===== src/rtl/adc_spi_pkg.sv =====
// adc_spi_pkg: shared constants and state encoding for the MCP3008-style SPI ADC emulator
package adc_spi_pkg;
  localparam int ADC_DATA_W     = 10;
  localparam int ADC_N_CH       = 8;
  localparam int ADC_CMD_BITS   = 4;
  localparam int ADC_NULL_FALLS = 2;
  typedef enum logic [2:0] {
    S_IDLE,
    S_WAIT_START,
    S_CMD,
    S_SAMPLE,
    S_NULL,
    S_DATA,
    S_TRAIL
  } adc_rsp_state_t;
  function automatic logic mid_frame(adc_rsp_state_t s);
    return s inside {S_CMD, S_SAMPLE, S_NULL, S_DATA};
  endfunction
endpackage


===== src/rtl/spi_pin_sync.sv =====
// spi_pin_sync: multi-flop synchroniser for one async SPI pin with rise/fall pulses
module spi_pin_sync #(
  parameter int STAGES = 2
) (
  input  logic clk,
  input  logic rst,
  input  logic pin,
  output logic lvl,
  output logic rise,
  output logic fall
);
  logic [STAGES-1:0] sync_q, sync_d;
  logic prev_q, prev_d;
  // shift the raw pin through the chain and remember the last synced level
  always_comb begin
    sync_d = STAGES'({sync_q, pin});
    prev_d = sync_q[STAGES-1];
  end
  // synchroniser and edge-detect registers
  always_ff @(posedge clk) begin
    if (rst) begin
      sync_q <= '0;
      prev_q <= 1'b0;
    end else begin
      sync_q <= sync_d;
      prev_q <= prev_d;
    end
  end
  assign lvl  = sync_q[STAGES-1];
  assign rise = lvl & ~prev_q;
  assign fall = ~lvl & prev_q;
endmodule


===== src/rtl/adc_spi_responder.sv =====
// adc_spi_responder: emulates an 8-channel 10-bit SPI ADC answering start/SGL/D2..D0 commands
module adc_spi_responder
  import adc_spi_pkg::*;
#(
  parameter int DATA_W      = ADC_DATA_W,
  parameter int N_CH        = ADC_N_CH,
  parameter int SYNC_STAGES = 2
) (
  input  logic                   clk,
  input  logic                   rst,
  input  logic                   cs_n,
  input  logic                   sclk,
  input  logic                   din,
  output logic                   dout,
  output logic                   dout_oe,
  input  logic [N_CH*DATA_W-1:0] ch_data,
  output logic                   conv_valid,
  output logic [2:0]             conv_ch,
  output logic                   conv_sgl,
  output logic                   frame_abort,
  output logic                   busy
);
  localparam int CNT_W = $clog2(DATA_W);
  logic cs_lvl, cs_rise, cs_fall;
  logic sclk_lvl, sclk_rise, sclk_fall;
  logic din_lvl, din_rise, din_fall;
  logic unused_edges;
  adc_rsp_state_t state_q, state_d;
  logic [CNT_W-1:0] cnt_q, cnt_d;
  logic [2:0] cmd_q, cmd_d;
  logic [DATA_W-1:0] shift_q, shift_d;
  logic dout_q, dout_d;
  logic conv_valid_q, conv_valid_d;
  logic [2:0] conv_ch_q, conv_ch_d;
  logic conv_sgl_q, conv_sgl_d;
  logic frame_abort_q, frame_abort_d;
  logic armed_q, armed_d;
  logic [2:0] cmd_ch;
  logic [DATA_W-1:0] ch_sel;
  spi_pin_sync #(.STAGES(SYNC_STAGES)) u_cs (
    .clk(clk), .rst(rst), .pin(cs_n), .lvl(cs_lvl), .rise(cs_rise), .fall(cs_fall)
  );
  spi_pin_sync #(.STAGES(SYNC_STAGES)) u_sclk (
    .clk(clk), .rst(rst), .pin(sclk), .lvl(sclk_lvl), .rise(sclk_rise), .fall(sclk_fall)
  );
  spi_pin_sync #(.STAGES(SYNC_STAGES)) u_din (
    .clk(clk), .rst(rst), .pin(din), .lvl(din_lvl), .rise(din_rise), .fall(din_fall)
  );
  assign unused_edges = &{1'b0, cs_fall, sclk_lvl, din_rise, din_fall};
  assign cmd_ch = {cmd_q[1:0], din_lvl};
  // pick the channel addressed by the command bits sampled so far plus the live D0
  always_comb begin
    ch_sel = '0;
    for (int i = 0; i < N_CH; i++)
      if (cmd_ch == 3'(i)) ch_sel = ch_data[DATA_W*i +: DATA_W];
  end
  // frame sequencing; a CS rise overrides any same-cycle sclk edge
  always_comb begin
    state_d       = state_q;
    cnt_d         = cnt_q;
    cmd_d         = cmd_q;
    shift_d       = shift_q;
    dout_d        = dout_q;
    conv_valid_d  = 1'b0;
    conv_ch_d     = conv_ch_q;
    conv_sgl_d    = conv_sgl_q;
    frame_abort_d = 1'b0;
    armed_d       = armed_q | cs_lvl;
    if (cs_rise) begin
      state_d       = S_IDLE;
      dout_d        = 1'b0;
      frame_abort_d = mid_frame(state_q);
    end else begin
      case (state_q)
        S_IDLE: begin
          if (armed_q && !cs_lvl) begin
            state_d = S_WAIT_START;
            dout_d  = 1'b0;
          end
        end
        S_WAIT_START: begin
          if (sclk_rise && din_lvl) begin
            state_d = S_CMD;
            cnt_d   = '0;
          end
        end
        S_CMD: begin
          if (sclk_rise) begin
            cmd_d = {cmd_q[1:0], din_lvl};
            cnt_d = cnt_q + 1'b1;
            if (cnt_q == CNT_W'(ADC_CMD_BITS - 1)) begin
              state_d      = S_SAMPLE;
              shift_d      = ch_sel;
              conv_valid_d = 1'b1;
              conv_ch_d    = cmd_ch;
              conv_sgl_d   = cmd_q[2];
            end
          end
        end
        S_SAMPLE: begin
          if (sclk_fall) begin
            state_d = S_NULL;
            dout_d  = 1'b0;
          end
        end
        S_NULL: begin
          if (sclk_fall) begin
            state_d = S_DATA;
            dout_d  = 1'b0;
            cnt_d   = CNT_W'(DATA_W - 1);
          end
        end
        S_DATA: begin
          if (sclk_fall) begin
            dout_d  = shift_q[cnt_q];
            cnt_d   = cnt_q - 1'b1;
            state_d = (cnt_q == '0) ? S_TRAIL : S_DATA;
          end
        end
        S_TRAIL: begin
          if (sclk_fall) dout_d = 1'b0;
        end
        default: state_d = S_IDLE;
      endcase
    end
  end
  // state, datapath and registered outputs
  always_ff @(posedge clk) begin
    if (rst) begin
      state_q       <= S_IDLE;
      cnt_q         <= '0;
      cmd_q         <= '0;
      shift_q       <= '0;
      dout_q        <= 1'b0;
      conv_valid_q  <= 1'b0;
      conv_ch_q     <= '0;
      conv_sgl_q    <= 1'b0;
      frame_abort_q <= 1'b0;
      armed_q       <= 1'b0;
    end else begin
      state_q       <= state_d;
      cnt_q         <= cnt_d;
      cmd_q         <= cmd_d;
      shift_q       <= shift_d;
      dout_q        <= dout_d;
      conv_valid_q  <= conv_valid_d;
      conv_ch_q     <= conv_ch_d;
      conv_sgl_q    <= conv_sgl_d;
      frame_abort_q <= frame_abort_d;
      armed_q       <= armed_d;
    end
  end
  assign busy        = (state_q != S_IDLE);
  assign dout_oe     = busy;
  assign dout        = dout_q;
  assign conv_valid  = conv_valid_q;
  assign conv_ch     = conv_ch_q;
  assign conv_sgl    = conv_sgl_q;
  assign frame_abort = frame_abort_q;
endmodule

===== config.mk =====
export PLATFORM = sky130hd
export DESIGN_NAME = adc_spi_responder
export DESIGN_NICKNAME = d
export VERILOG_FILES = /design/src/rtl/adc_spi_pkg.sv /design/src/rtl/spi_pin_sync.sv /design/src/rtl/adc_spi_responder.sv
export SDC_FILE = /design/constraint.sdc
export NUM_CORES = 1
export LEC_CHECK = 0
export BUFFER_PORTS_ARGS = -buffer_cell sky130_fd_sc_hd__buf_2
export CAP_MARGIN = 10
export CORE_MARGIN = 2
export CORE_UTILIZATION = 40
export CTS_BUF_LIST = sky130_fd_sc_hd__clkbuf_8
export CTS_CLUSTER_SIZE = 10
export DETAILED_ROUTE_END_ITERATION = 12
export HOLD_SLACK_MARGIN = 0.06
export PLACE_DENSITY = 0.66
export SKIP_CTS_REPAIR_TIMING = 1
export SKIP_LAST_GASP = 1
export SLEW_MARGIN = 20
export SYNTH_ARGS = -nofsm -noshare
export SYNTH_HDL_FRONTEND = slang
export SYNTH_HIERARCHICAL = 1
export SYNTH_SLANG_ARGS = --single-unit

===== constraint.sdc =====
create_clock -name clk -period 1.95 [get_ports clk]
set_clock_uncertainty 0.05 [all_clocks]
set_input_delay 0.39 -clock clk [delete_from_list [all_inputs] [get_ports clk]]
set_output_delay 0.39 -clock clk [all_outputs]
set_load 0.03 [all_outputs]

==> metrics.md <==
| Metric | Value |
|---|---|
| Final period util | 94.4% |
| Cts bufs inserted | 5 |
| Antenna-violating nets left | 0 |
| Cells after synthesis | around 270 |
| Number of global-route vias before repair | 2,489 |
| Met3 WL post-DR | 420 um |
| Die X | 80.6 um |
| Die ar. | 6500 um^2 |
| Fmax | around 540 MHz |
| RSZ-0062 raised after global routing | no |
| CP peak stage delay | 550 ps |
| CP delay by family, top | simple AND/OR/NAND/NOR gates |
| Area Growth Syn to Fin | 32.9% |
| Post-Syn Area | 2350 um^2 |
| FP Rows | 27 |
| Fin. max-slew vios | 0 |
| Max VDD drop | 0.253 mV |
| Placed wire-length estimate | 5130 um |
| Clk_lat worst skew | 290 ps |
| Met2 WL | 3230 um |
| Buf+Inv Stages, Crit Path | 0 |
| Power Density | 481 nW/um^2 |
| Critical path required time | 2080 ps |
| Final Cell Area | between 3000 and 4000 um^2 |
| Nets@finish | 458 |
| Synth Warn # | 6 |
| Routed vias | roughly 2.5k |
| Routed len/inst | approximately 14 um |
| Core area | between 5000 and 6000 um^2 |
| Slew margin rel. | about 60% |
| Top sig layer | met4 |
| Hold Fails Final Rpt | 0 |
| CTS tree | built |
| CP Data Arrival Time | 1970 ps |
| Critical Path Fanout Max | 8 |
| Fin util | 56.0% |
| Synthesized Nets | 357 |
| Clk slew on worst S/H paths | approximately 80 ps |
| Crit Path Category | flop to flop |
| Crit end category | flop |
| Num Clock Sinks | 36 |
| Deepest clock path buffer count | 2 |
| M1 WL | 2720 um |
| I/O Pins | 94 |
| Iteration-0 DRC Markers | around 120 |
| Max-Cap Viols | 0 |
| Vias/cell | 5.54 |
| Remaining Overflow, GRT | 0 |
| H-tree depth | 2 |
| Total wire length | around 6400 um |
| Status | finished, final reports clean |
| Fin crit period | 1840 ps |
| Tot GR Track Use | 21.6% |
| Slack of the critical path | 109 ps |
| Dpl ws | -27.0 ps |
| Fillers | 544 |
| Drt pass-1 iters | 4 |
| Clock root buffer | clkbuf_8 |
| Leakage | 1.29 nW |
| Avg Synthesized Cell Area | 8.66 um^2 |
| Vert. Die Dim | 80.6 um |
| Critical-path top delay cell | or4_4 |
| Crit-path cells | nor2b_2, or4b_1, o21ai_1, or4_4, a311o_1 |
| Layout cells sized above 1 | 42.1% |
| Power after layout | 1.50 mW |
| First-pass GRT wire length | 11,100 um |
| DR DRC count | 0 |
| Initial Util | 42.1% |
| Area after DPL | 3010 um^2 |
| CP startpoint kind | flop |
| # setup viols final | 0 |
| Routability cong. | approximately 0.91 |
| ANT cells | 0 |
| Largest net degree at the start of global routing | 25 |
| Worst hold-check path type | input port to flop |
| Tightest Pin Transition | 613 ps |
| Initial antenna violation count | 0 |
| Port buffer count | 93 |
-- area by class of cell --
cell class,count,area (um^2),share of cell area (%)
sequential,36,727,23.3
tap,72,90.1,2.89
timing repair buffer,122,708,22.7
clock buffer,5,68.8,2.21
inverter,3,11.3,0.361
clock inverter,3,23.8,0.762
multi-input combinational,204,1490,47.8
-- cell usage in the layout (no fill, tap or decap), types with 2 or more instances in the layout --
| cell type | count |
|---|---|
| mux4_2 | 12 |
| a22oi_1 | 11 |
| mux2i_1 | 5 |
| buf_4 | 27 |
| buf_2 | 93 |
| o21ai_0 | 14 |
| a21oi_1 | 28 |
| nand2b_1 | 7 |
| nor3b_1 | 2 |
| clkinvlp_4 | 2 |
| o22ai_1 | 7 |
| nor2_1 | 17 |
| o221ai_1 | 10 |
| a31oi_1 | 2 |
| xnor2_1 | 2 |
| nor2b_1 | 20 |
| dfxtp_1 | 31 |
| nand2_1 | 24 |
| dfxtp_2 | 5 |
| buf_12 | 2 |
| o211ai_1 | 5 |
| or2_2 | 2 |
| nor2b_2 | 2 |
| nand3_1 | 3 |
| nor4_1 | 2 |
| inv_1 | 3 |
| clkbuf_8 | 5 |
| and3_1 | 2 |
-- metrics by stage --
step | std cells | setup TNS [ps] | hold WS [ps]
4_1_cts | 444 | -42.3 | 253
6_report | 445 | 0 | 259
3_5_place_dp | 436 | -27.0 | 372
2_1_floorplan | 271 | 0 | 364
5_1_grt | 445 | 0 | 262
3_3_place_gp | 436 | 0 | 368
-- flip-flops by register name, summed over array words and instances, names as in the netlist, 2 cells and up --
register,flops
u_cs/sync_q,2
u_din/sync_q,2
cmd_q,3
conv_ch,3
u_sclk/sync_q,2
shift_q,10
state_q,3
cnt_q,4
-- final timing paths --
check | from | endpoint | slack, ps | cells after the start
worst max-delay path | u_sclk/sync_q[1]$_SDFF_PP0_ | cnt_q[0]$_SDFFE_PP0P_ | 110 | 5
worst min-delay path | sclk | u_sclk/sync_q[0]$_SDFF_PP0_ | 260 | 2
worst max register to register | u_sclk/sync_q[1]$_SDFF_PP0_ | cnt_q[0]$_SDFFE_PP0P_ | 110 | 5
worst min register to register | u_sclk/sync_q[0]$_SDFF_PP0_ | u_sclk/sync_q[1]$_SDFF_PP0_ | 390 | 1
-- report_power, final --
part           leakage, nW  switching (mW)  total [mW]  internal (mW)
logic                0.957          0.0898       0.210          0.121
registers            0.294         0.00771       0.752          0.744
clock network       0.0404           0.286       0.539          0.253
total                 1.29           0.383        1.50           1.12
-- routing by layer --
metal | global-route usage, % | up-vias
met5 | 0 | -
met4 | 5.08 | 0
met3 | 4.72 | 10
met2 | 37.3 | 86
met1 | 27.4 | 1156
li1 | - | 1214
-- worst register-to-register path, cell delays in order (launching register included) --
cell and delay, ps:
dfxtp_1 350, nor2b_2 200, or4b_1 130, o21ai_1 80, or4_4 550, a311o_1 370
Power figures use the tool's default switching activity.
